`src/rtl/perceptron_vec_tx.sv`:
```
// Serializes one packed feature vector plus label per handshake into element beats.
// Optional PERC_BIAS_EN appends a fixed-point 1.0 bias beat after the last element.
module perceptron_vec_tx #(
   parameter int DIM   = 4,
   parameter int W     = 8,
   parameter int FRAC  = 4,
   parameter int CNT_W = 16
) (
   input  logic               clk,
   input  logic               reset,
   input  logic               in_val,
   output logic               in_rdy,
   input  logic [DIM*W-1:0]   in_vec,
   input  logic               in_label,
   output logic               out_val,
   input  logic               out_rdy,
   output logic [W-1:0]       out_data,
   output logic               out_last,
   output logic               out_label,
   output logic               busy,
   output logic [CNT_W-1:0]   vec_count
);

`ifdef PERC_BIAS_EN
   localparam int N       = DIM + 1;
   localparam bit BIAS_EN = 1'b1;
`else
   localparam int N       = DIM;
   localparam bit BIAS_EN = 1'b0;
`endif
   localparam int                IDX_W    = $clog2(N + 1);
   localparam logic [IDX_W-1:0]  LAST_IDX = IDX_W'(N - 1);
   localparam logic [IDX_W-1:0]  BIAS_IDX = IDX_W'(DIM);
   localparam logic [W-1:0]      BIAS_VAL = W'(1) << FRAC;

   typedef enum logic {IDLE, SEND} state_t;

   state_t             state, state_nxt;
   logic [DIM*W-1:0]   vec_q;
   logic               label_q;
   logic [IDX_W-1:0]   idx;
   logic               accept;
   logic               beat;

   always_ff @(posedge clk) begin
      if (reset) state <= IDLE;
      else       state <= state_nxt;
   end

   // NOTE: every output of this block gets a default first, so no path can infer a latch.
   always_comb begin
      state_nxt = state;
      in_rdy    = 1'b0;
      out_val   = 1'b0;
      out_last  = 1'b0;
      busy      = 1'b0;
      case (state)
         IDLE: begin
            in_rdy = 1'b1;
            if (in_val) state_nxt = SEND;
         end
         SEND: begin
            out_val  = 1'b1;
            busy     = 1'b1;
            out_last = (idx == LAST_IDX);
            // Ready on the final beat lets the next vector follow with no bubble.
            in_rdy   = out_last & out_rdy;
            if (out_last && out_rdy && !in_val) state_nxt = IDLE;
         end
         default: state_nxt = IDLE;
      endcase
   end

   assign accept    = in_val & in_rdy;
   assign beat      = out_val & out_rdy;
   assign out_label = label_q;

   always_comb begin
      out_data = '0;
      if (state == SEND) begin
         for (int k = 0; k < DIM; k++) begin
            if (idx == IDX_W'(k)) out_data = vec_q[k*W +: W];
         end
         if (BIAS_EN && idx == BIAS_IDX) out_data = BIAS_VAL;
      end
   end

   // NOTE: the holding register is reset too, so out_label and out_data read 0 after reset.
   always_ff @(posedge clk) begin
      if (reset) begin
         vec_q     <= '0;
         label_q   <= 1'b0;
         idx       <= '0;
         vec_count <= '0;
      end else begin
         if (accept) begin
            vec_q   <= in_vec;
            label_q <= in_label;
            idx     <= '0;
         end else if (beat && !out_last) begin
            idx <= idx + IDX_W'(1);
         end
         if (beat && out_last) vec_count <= vec_count + CNT_W'(1);
      end
   end

endmodule
```
`config.mk`:
```
export PLATFORM = sky130hd
export DESIGN_NAME = perceptron_vec_tx
export DESIGN_NICKNAME = d
export VERILOG_FILES = /design/src/rtl/perceptron_vec_tx.sv
export SDC_FILE = /design/constraint.sdc
export NUM_CORES = 1
export LEC_CHECK = 0
export BUFFER_PORTS_ARGS = -buffer_cell sky130_fd_sc_hd__buf_4
export CORE_MARGIN = 5
export CORE_UTILIZATION = 35
export DETAILED_ROUTE_END_ITERATION = 6
export SLEW_MARGIN = 20
export SYNTH_ARGS = -nofsm -noshare
export SYNTH_HDL_FRONTEND = slang
export SYNTH_SLANG_ARGS = --single-unit
```
`constraint.sdc`:
```
create_clock -name clk -period 1.89 [get_ports clk]
set_input_delay 0.0945 -clock clk [delete_from_list [all_inputs] [get_ports clk]]
set_output_delay 0.0945 -clock clk [all_outputs]
set_load 0.005 [all_outputs]
```
==> results.md <==
- Setup repair after global routing could not meet its margin everywhere.
- The number of global-route vias before repair is 2128.
- The leakage power is 1.40 nW.
- The clock network fraction of design power is 30.6%.
- After routing, the total negative slack on setup checks comes to -0.0363 ns.
- The share of the Yosys chip area taken by registers is 44.4%.
- The routed via count divided by cell count is 4.93.
- At the pin with the least slew margin, the transition time is 0.545 ns.
- The number of input and output port buffers inserted is 65.
- The first detailed-routing pass took 4 iterations.
- Setup violations remaining at the end of the flow were counted as 5.
- Measured on the finished design, the core utilization comes to 49.0%.
- The worst register-to-register path has a depth of 6.
- The synthesized area divided by synthesized cell count is 8.08 um^2.
- The sequential share of power is 56.0%.
- The number of hold buffers added after CTS is 0.
- The count of vias placed by the detailed router is 2171.
- The largest fanout of any net on the critical path is 8.
- The async set or reset register ratio after synthesis is 0%.
- The die width is 92.7 um.
- Counting the buffers created by CTS gives 5.
- Of the post-synthesis cell area, the dominant cell type holds 44.4%.
- The tree is rooted in a clkbuf_8.
- The highest clock frequency the design can meet is 525 MHz.
- The number of nets still failing antenna checks after routing is 0.
- By area the synthesized netlist is led by dfxtp_1 (44%), nand2_1 (14%), a21oi_1 (8.6%), mux2_2 (3.8%), a32o_1 (3.3%).
- 66 I/O pins were placed.
- The normalized max-slew margin is 63.7%.
- The pin count of the biggest net entering global routing is 54.
- Routability-driven placement finished with a final weighted congestion of 0.768.
- The clock transition at the register clock pins on the worst setup and hold paths after CTS is 0.11 ns.
- The starting density of the core is 35.6%.
- The reported max-cap violation count is 0.
- The CTS tree is done.
- The critical path goes through inv_4, ha_4, buf_12, nand2_4, o21ai_2, mux2_4, a32o_1, buf_4.
- The internal power contribution is 1.57 mW.
- The height of the chip is 92.7 um.
- The final reports fail on negative setup slack.
- The largest area contributor in the synthesized netlist is dfxtp_1.
- The flow ran to the end, but the final reports show violations.
- The post-detailed-route wirelength per cell is 13.7 um.
- Synthesis produced a netlist with a net count of 339.
- The total of warnings raised by yosys is 0.
- Synthesis handed over a netlist of 296 instances.
- The worst hold path depth is 3.
- The maximum vdd drop is 298 uV.
- The final critical path takes up 101% of the cycle.
- The power density relative to cell area is 644 nW/um^2.
- The first global-routing pass estimated 9920 um of wire.
- At the end of the flow, the number of nets in the layout was 402.
- For this design, the sink count on the clock tree is 53.
- The routed design could run at a clock period as short as 1.90 ns.
- The worst clock skew is 0.0140 ns.
- The aggregate global routing overflow is 0.
- The estimated wirelength of the detail-placed design is 4210 um.
- After floorplanning, the core was sized to cover 6720 um^2.
- Relative to the synthesized area, the layout overhead comes to 37.6%.
- The switching part of the total power is 26.0%.
- The worst hold path belongs to the class input port to flip-flop.
- The final max-slew violation count is 0.
- The total wire length is 6040 um.
- The total of flip-flops plus latches after synthesis is 53.
- The source-to-sink clock delay at the later pin of the worst-skew pair is 0.31 ns.
- The net switching power of the design is 0.551 mW.
- Counting flops with a built-in enable in the synthesized netlist gives 0.
- The full die area is 8590 um^2.
- In the routed design, unresolved DRC markers number 0.
- By startpoint and endpoint, the worst setup path is classified as flip-flop to output port.
- The primary flip-flop cell chosen by synthesis mapping is dfxtp_1.
- The fraction of layout cells with a size suffix above 1 is 34.4%.
- The placement row count is 30.
- The required time at the endpoint of the critical path is 1.80 ns.
- Of the total power, combinational logic draws 13.4%.
- The sort of element at the start of the critical path is a flip-flop.
- The total inserted antenna cells is 0.
- The H-tree generated during clock tree synthesis spans 2 levels.
- The count of distinct cell types in the synthesized netlist is 30.
- The final worst slack is -0.0149 ns.
- The global-route usage over all layers is 14.1%.
- The count of final hold-check violations was 0.
- The mapped netlist covers 2390 um^2.
- Data on the critical path arrives at its endpoint at 1.81 ns.
- The detailed router finished its first iteration with 119 violations.
- The number of antenna violations at the first check in global routing is 0.
- STA classifies the critical path endpoint as an output port.
- On the critical path, the stage with the largest delay is an instance of dfxtp_4.
- The clock passes through at most 2 buffers.
- After filler insertion, the fill cell instance count of the layout stands at 670.
- The longest individual stage delay on the worst path is 0.39 ns.
[critical path, delay by kind of cell, from the launching register on]
| kind | cells | cell delay (ns) |
|---|---|---|
| AO/OA/AOI/OAI | 2 | 0.26 |
| adder cells (fa/ha/maj) | 1 | 0.17 |
| buffers and inverters | 3 | 0.34 |
| flip-flops | 1 | 0.39 |
| multiplexers | 1 | 0.28 |
| AND/OR/NAND/NOR | 1 | 0.07 |
[cells by family (layout without fill, tap and decap cells)]
group | count (synthesis) | in the layout | share of synthesized area, %
buffers and inverters | 26 | 90 | 4.39
and+or+nand+nor | 126 | 126 | 24.3
DFF | 53 | 53 | 44.4
xor gates and xnor gates | 9 | 9 | 3.30
muxes | 10 | 10 | 4.60
AOI/OAI and AO/OA | 66 | 66 | 16.0
adders and majority gates | 6 | 6 | 3.14
[power groups by stage]
stage | combinational [mW] | sequential (mW) | clock (mW)
after floorplan | 0.135 | 1.20 | 0
after global placement | 0.248 | 1.21 | 0
after detailed placement | 0.250 | 1.21 | 0
after CTS | 0.273 | 1.18 | 0.673
after global routing | 0.317 | 1.19 | 0.701
final | 0.284 | 1.19 | 0.649
[stage by stage]
| stage | cells | power (mW) | cell area (um^2) | hold slack, ns | setup slack (ns) |
|---|---|---|---|---|---|
| floorplan | 296 | 1.34 | 2390 | 0.224 | 0.142 |
| global placement | 429 | 1.46 | 2970 | 0.345 | 0.0914 |
| detailed placement | 429 | 1.46 | 2970 | 0.349 | 0.0592 |
| CTS | 440 | 2.13 | 3210 | 0.0111 | 0.0000397 |
| global route | 440 | 2.21 | 3290 | 0.0274 | -0.0666 |
| finish | 440 | 2.12 | 3290 | 0.0141 | -0.0149 |
[final timing paths]
path / startpoint / to / slack (ns)
min reg2reg: vec_q[23] / vec_q[23] / 0.46
max reg2reg: idx[0] / vec_count[15] / 0.10
max: idx[1] / out_data[4] / -0.01
min: in_vec[16] / vec_q[16] / 0.01
[Yosys cell counts, drive strengths merged (4+ instances only)]
cell type / instances
o21ai: 14
dfxtp: 53
nand3: 6
xor2: 6
buf: 6
inv: 5
a21oi: 41
ha: 6
clkbuf: 15
nor2: 11
mux2: 8
or3: 6
a32o: 8
nand2: 87
nand4: 4
[what timing repair did]
item	4_1_cts	5_1_grt
setup buffers	3	0
setup endpoints to repair	8	10
gates resized for setup	38	23
gates cloned	0	0
pin swaps	10	12
[flip-flops by register name (all words and copies together), names as in the netlist]
signal     flops
vec_count     16
state          1
vec_q         32
out_label      1
idx            3
[metal layers]
metal,up-vias,share of wire (%),track usage [%]
li1,1131,-,-
met1,983,47,18.7
met2,49,46,22.0
met3,8,5.9,4.31
met4,0,1.4,4.27
met5,-,0,0
[cell usage in the layout, fill, tap and decap left out, types with 2 or more instances in the layout]
cell,count
a32o_2,3
o21ai_1,2
dfxtp_4,2
inv_1,3
nand2_1,81
xor2_1,6
mux2_4,7
buf_12,3
buf_4,70
dfxtp_1,51
nor2_1,10
nand2_2,2
and3_1,2
nand3_1,5
clkbuf_8,5
buf_6,4
nand4_4,2
nand2_4,4
a32o_1,5
ha_4,4
or3_1,6
o21ai_2,5
a21oi_1,41
mux2i_1,2
xnor2_1,3
nand4_1,2
nor3_1,2
and2_1,3
and4_1,2
o21ai_0,6
[area by class of cell]
| class | instances | area, um^2 | area share, % |
|---|---|---|---|
| Multi-Input combinational cell | 217 | 1380 | 42.0 |
| Clock inverter | 3 | 21.3 | 0.646 |
| Tap cell | 80 | 100 | 3.04 |
| Clock buffer | 5 | 68.8 | 2.09 |
| Inverter | 5 | 21.3 | 0.646 |
| Sequential cell | 53 | 1070 | 32.5 |
| Timing Repair Buffer | 77 | 631 | 19.2 |
Note: power is estimated with default switching activity, not from simulation.
